**config.mk**
```make
export PLATFORM = sky130hd
export DESIGN_NAME = cdt_irq_ctrl
export DESIGN_NICKNAME = d
export VERILOG_FILES = /design/src/rtl/cdt_irq_ctrl_pkg.sv /design/src/rtl/cdt_expire_detect.sv /design/src/rtl/cdt_irq_ctrl.sv
export SDC_FILE = /design/constraint.sdc
export NUM_CORES = 1
export LEC_CHECK = 0
export ABC_AREA = 1
export BUFFER_PORTS_ARGS = -buffer_cell sky130_fd_sc_hd__buf_2
export CAP_MARGIN = 20
export CELL_PAD_IN_SITES_DETAIL_PLACEMENT = 0
export CELL_PAD_IN_SITES_GLOBAL_PLACEMENT = 1
export CORE_ASPECT_RATIO = 0.7
export CORE_UTILIZATION = 30
export CTS_CLUSTER_DIAMETER = 100
export DETAILED_ROUTE_END_ITERATION = 6
export HOLD_SLACK_MARGIN = 0.1
export PLACE_DENSITY_LB_ADDON = 0.1
export SYNTH_ARGS = -nofsm -noshare
export SYNTH_HDL_FRONTEND = slang
export SYNTH_SLANG_ARGS = --single-unit
```
**constraint.sdc**
```tcl
create_clock -name clk -period 3 [get_ports clk]
set_clock_uncertainty 0.2 [all_clocks]
set_input_delay 0.3 -clock clk [delete_from_list [all_inputs] [get_ports clk]]
set_output_delay 0.3 -clock clk [all_outputs]
set_load 0.005 [all_outputs]
```
**src/rtl/cdt_irq_ctrl_pkg.sv**
```systemverilog
// Shared register map, control/status bit layout and reload FSM encodings for cdt_irq_ctrl.
package cdt_irq_ctrl_pkg;

    localparam logic [1:0] REG_CTRL   = 2'd0;
    localparam logic [1:0] REG_STATUS = 2'd1;
    localparam logic [1:0] REG_RELOAD = 2'd2;
    localparam logic [1:0] REG_EXPCNT = 2'd3;

    localparam int CTRL_EN   = 0;
    localparam int CTRL_IE   = 1;
    localparam int CTRL_AUTO = 2;
    localparam int STAT_PEND = 0;
    localparam int STAT_OVR  = 1;

    typedef enum logic {
        ST_IDLE = 1'b0,
        ST_ARM  = 1'b1
    } rl_state_t;

    typedef struct packed {
        logic auto_rl;
        logic ie;
        logic en;
    } ctrl_t;

    typedef struct packed {
        logic ovr;
        logic pend;
    } status_t;

    // we[0] guards the most significant byte, we[3] the least significant one.
    function automatic logic [31:0] byte_mask(input logic [3:0] be);
        return {{8{be[0]}}, {8{be[1]}}, {8{be[2]}}, {8{be[3]}}};
    endfunction

endpackage

```
**src/rtl/cdt_expire_detect.sv**
```systemverilog
// Flags the countdown value falling from nonzero to zero; expire is combinational in the cycle cnt_i reads 0.
// No backpressure: cnt_prev follows cnt_i every cycle, so a count held at zero fires only once.
module cdt_expire_detect (
    input  logic        clk,
    input  logic        reset,
    input  logic [31:0] cnt_i,
    output logic        expire
);

    logic [31:0] cnt_prev;

    always_ff @(posedge clk or posedge reset) begin
        if (reset) cnt_prev <= '0;
        else       cnt_prev <= cnt_i;
    end

    assign expire = (cnt_prev != 32'd0) && (cnt_i == 32'd0);

endmodule

```
**src/rtl/cdt_irq_ctrl.sv**
```systemverilog
// Timer interrupt/auto-reload controller: registers update on the write edge, irq_o one edge after expiry.
// Zero-wait bus (ready follows sel by one cycle); the reload strobe is held off while the CPU writes the timer.
module cdt_irq_ctrl
    import cdt_irq_ctrl_pkg::*;
#(
    parameter int EXP_W = 16
) (
    input  logic        clk,
    input  logic        reset,
    input  logic        irq_sel,
    input  logic [1:0]  irq_addr,
    input  logic [31:0] irq_data_i,
    input  logic [3:0]  we,
    output logic        irq_ready,
    output logic [31:0] irq_data_o,
    input  logic [31:0] cnt_i,
    input  logic        timer_wr_i,
    output logic        reload_we,
    output logic [31:0] reload_data,
    output logic        irq_o
);

    ctrl_t      ctrl, ctrl_nxt;
    status_t    status, status_nxt;
    logic [31:0] reload, reload_nxt;
    logic [EXP_W-1:0] expcnt, expcnt_nxt;
    rl_state_t  state;

    logic        expire, exp_en, wr;
    logic [31:0] wmask;

    cdt_expire_detect u_expire (
        .clk    (clk),
        .reset  (reset),
        .cnt_i  (cnt_i),
        .expire (expire)
    );

    assign wr     = irq_sel && (we != 4'b0000);
    assign wmask  = byte_mask(we);
    assign exp_en = expire && ctrl.en;

    always_comb begin
        ctrl_nxt   = ctrl;
        status_nxt = status;
        reload_nxt = reload;
        expcnt_nxt = expcnt;
        if (wr && irq_addr == REG_CTRL) begin
            if (wmask[CTRL_EN])   ctrl_nxt.en      = irq_data_i[CTRL_EN];
            if (wmask[CTRL_IE])   ctrl_nxt.ie      = irq_data_i[CTRL_IE];
            if (wmask[CTRL_AUTO]) ctrl_nxt.auto_rl = irq_data_i[CTRL_AUTO];
        end
        if (wr && irq_addr == REG_STATUS) begin
            if (wmask[STAT_PEND] && irq_data_i[STAT_PEND]) status_nxt.pend = 1'b0;
            if (wmask[STAT_OVR]  && irq_data_i[STAT_OVR])  status_nxt.ovr  = 1'b0;
        end
        // Expiry is applied after the W1C so a same-cycle set wins.
        if (exp_en) begin
            status_nxt.pend = 1'b1;
            if (status.pend) status_nxt.ovr = 1'b1;
        end
        if (wr && irq_addr == REG_RELOAD)
            reload_nxt = (irq_data_i & wmask) | (reload & ~wmask);
        if (wr && irq_addr == REG_EXPCNT)
            expcnt_nxt = '0;
        expcnt_nxt = expcnt_nxt + EXP_W'(exp_en);
    end

    always_ff @(posedge clk or posedge reset) begin
        if (reset) begin
            ctrl      <= '0;
            status    <= '0;
            reload    <= '0;
            expcnt    <= '0;
            irq_ready <= 1'b0;
            irq_o     <= 1'b0;
        end else begin
            ctrl      <= ctrl_nxt;
            status    <= status_nxt;
            reload    <= reload_nxt;
            expcnt    <= expcnt_nxt;
            irq_ready <= irq_sel;
            irq_o     <= status_nxt.pend && ctrl_nxt.ie;
        end
    end

    always_ff @(posedge clk or posedge reset) begin
        if (reset) begin
            state <= ST_IDLE;
        end else begin
            case (state)
                ST_IDLE: if (exp_en && ctrl.auto_rl && reload != 32'd0) state <= ST_ARM;
                ST_ARM:  if (!ctrl.auto_rl || !timer_wr_i) state <= ST_IDLE;
                default: state <= ST_IDLE;
            endcase
        end
    end

    // The strobe must land in the same cycle the CPU leaves the timer alone, so it looks at timer_wr_i directly.
    assign reload_we   = (state == ST_ARM) && ctrl.auto_rl && !timer_wr_i;
    assign reload_data = reload;

    always_comb begin
        irq_data_o = 32'd0;
        case (irq_addr)
            REG_CTRL:   irq_data_o = {29'd0, ctrl};
            REG_STATUS: irq_data_o = {30'd0, status};
            REG_RELOAD: irq_data_o = reload;
            REG_EXPCNT: irq_data_o = 32'(expcnt);
            default:    irq_data_o = 32'd0;
        endcase
    end

endmodule

```
==> out/qor.yml <==
sta:
  rsz0062_at_grt: "no"
  tightest_slew_ns: 0.8960
  hold_viol: 0
  setup_viol: 0
  worst_slack_ns: 0.2349
  fin_crit_ns: 2.765
  fin_crit_sh: 0.9217
  fmax_mhz: 361.7
  fin_setup_tns_ns: 0
  drv_slew: 0
  slew_headroom: 0.4020
global_route:
  grt_max_degree: 49
  overflow: 0
  grt_pass1_wl_um: 19000
  grt_pass1_vias: 3659
  antenna_found_initial: 0
  track_usage: 0.1818
cts:
  cts_buffers: 9
  clock_latency_ns: 0.34
  cts_tree: "yes"
  clk_pin_slew_ns: 0.07
  clockBufferDepth: 2
  cts_root_buf: "clkbuf_16"
  htree_levels: 3
  cts.sinks: 88
logic_synthesis:
  synth_top_area_share: 0.5602
  async_flop_share: 1.000
  synth_area_um2: 3931
  avgSynthCellArea_um2: 8.659
  ys_ff_latch: 88
  yosys_warnings: 0
  yosysUniqueCellTypes: 30
  synthCells: 454
  synth_edf_count: 0
  synth_seq_area_share: 0.5602
  ys.flop_type: "dfrtp_1"
  synth_top_area_cell: "dfrtp_1"
  synthesis.nets: 530
  ys_top_cells_by_area: "dfrtp_1 (56%), nand2_1 (10%), nor2_1 (6.5%), inv_1 (5.7%), o21ai_0 (5.6%)"
cells_and_area:
  area_delta_synth_final_pct: 47.14
  layout-drive-gt1-share: 0.2680
  utilization: 0.4594
  regArea_um2: 2202
  nFillCells: 1246
  antenna_cells: 0
  nNetsFinal: 739
  finalNonFillerCells: 830
  multi_input_area_um2: 1446
power_and_ir_drop:
  p_per_area_nw_per_um2: 537.1
  finalPower_uw: 3107
  irDropWorstVdd_mv: 0.2825
  p_leak_uw: 0.002859
detailed_routing:
  vias: 3665
  wl_per_cell_um: 14.04
  drtPass1Iterations: 6
  remaining_drc_errors: 2
  vias_per_cell: 4.416
  antenna_left: 0
  first_iter_violations: 249
  drt_wl_total_um: 11650
worst_setup_path:
  crit_arrival_ns: 2.79
  rr_worst_depth: 11
  reg2reg_setup_slack_ns: 0.71
  critPathLaunchType: "primary input"
  end_kind: "flip-flop"
  cp.required_ns: 3.03
  cp_max_fo: 7
  rr_startpoint: "ctrl[0]"
  reg2reg_to: "expcnt[10]"
  crit_start: "cnt_i[23]"
  worstSetupPathType: "in2reg"
min_path:
  holdPathEnd: "status[0]"
  hold_depth: 4
  hp-start: "we[3]"
  hold_path.class: "in2reg"
floorplan:
  io_pins: 141
  initial_utilization: 0.3122
  row_count: 34
  coreArea_um2: 12590
  die_w_um: 138.8
  die_h_um: 97.78
  die_area_um2: 13570
placed_design:
  pre_cts_slack_ns: 0.3345
  gp_congestion: 0.8023
  dp.cells: 748
  dp_hpwl_um: 8522
  port_buffers: 140
run_status:
  status: "finished, violations left"
  violations: "design-rule violations"
job:
  max_cap_violations: 0
-- placed cells by master, fill, tap and decap left out, types with 4 or more instances in the layout --
master	instances
nand4_1	14
dfrtp_1	88
nor3_1	4
inv_1	59
dlygate4sd3_1	66
nor2_1	67
o22ai_1	5
buf_2	140
nand3_1	21
o21ai_0	44
clkbuf_16	9
xor2_1	4
nor2_2	4
nor2_4	6
nand2_1	104
-- logic make-up after synthesis --
group	Yosys count	share of synthesized area
buf+inv	71	0.07447
compound gates	55	0.07639
mux	1	0.002864
fa+ha+maj	2	0.006364
simple gates	230	0.2642
xor+xnor	7	0.01560
flops	88	0.5602
-- routing by layer --
layer  global-route usage  wire length, µm  vias to the layer above
met5                    0                0                        -
met4              0.05214              165                        0
met3              0.05101              662                       13
met2               0.2708             4990                       97
met1               0.2574             5832                     1693
li1                     -                -                     1862
-- cells in the mapped netlist (2+ instances only) --
| library cell | instances |
|---|---|
| nor3_1 | 4 |
| nand3_4 | 3 |
| nand2_1 | 105 |
| xor2_1 | 4 |
| inv_1 | 60 |
| nor2_4 | 5 |
| o2111ai_1 | 2 |
| o21ai_0 | 44 |
| dfrtp_1 | 88 |
| ha_1 | 2 |
| o22ai_1 | 5 |
| nand3_1 | 21 |
| xnor2_1 | 3 |
| nor2_2 | 4 |
| nand4_1 | 14 |
| nor2_1 | 68 |
| nand2_2 | 2 |
| clkbuf_1 | 4 |
| buf_4 | 5 |
-- worst max-delay path, cell delays in order --
cell	delay (ns)
dlygate4sd3_1	0.53
buf_2	0.12
or2_2	0.29
nor3_1	0.13
nand3_1	0.11
nor2_2	0.15
nand2_2	0.09
inv_1	0.06
ha_1	0.16
ha_1	0.18
nand4_1	0.19
nor2_4	0.23
nand2_1	0.09
xor2_1	0.14
-- repair_timing --
action | CTS | global route
resized for setup | 0 | 3
buffers inserted | 0 | 0
endpoints found under the hold margin | 107 | 0
endpoints found under the setup margin | 0 | 4
hold buffers | 66 | 0
-- worst max-delay path by stage --
stage	end	slack [ns]	depth (start not counted)
finish	expcnt[10]	0.23	14
CTS	expcnt[8]	0.14	14
global route	expcnt[10]	0.03	14
detailed placement	expcnt[10]	0.33	13
global placement	expcnt[8]	0.37	13
floorplan	asynchronous set/reset pin	0.22	1
-- cell type report --
cell class              instances  area share
flip-flops and latches         88      0.3807
well taps                     162     0.03504
repair buffers                208      0.2401
inverters                      61     0.03980
multi-input cells             295      0.2501
clock buffers                  10     0.04132
clock inverters                 6     0.01298
-- where the power goes --
group | switching, µW | total, µW | internal [µW]
clock network | 497 | 1180 | 680
logic | 305 | 558 | 253
registers | 59.4 | 1370 | 1310
-- stage by stage --
step,instance area [µm²],hold WS [ns]
2_1_floorplan,3931,0.1314
3_3_place_gp,4800,0.2195
3_5_place_dp,4800,0.2232
4_1_cts,5774,0.1047
5_1_grt,5784,0.1483
6_report,5784,0.1305
Power figures use the tool's default switching activity.
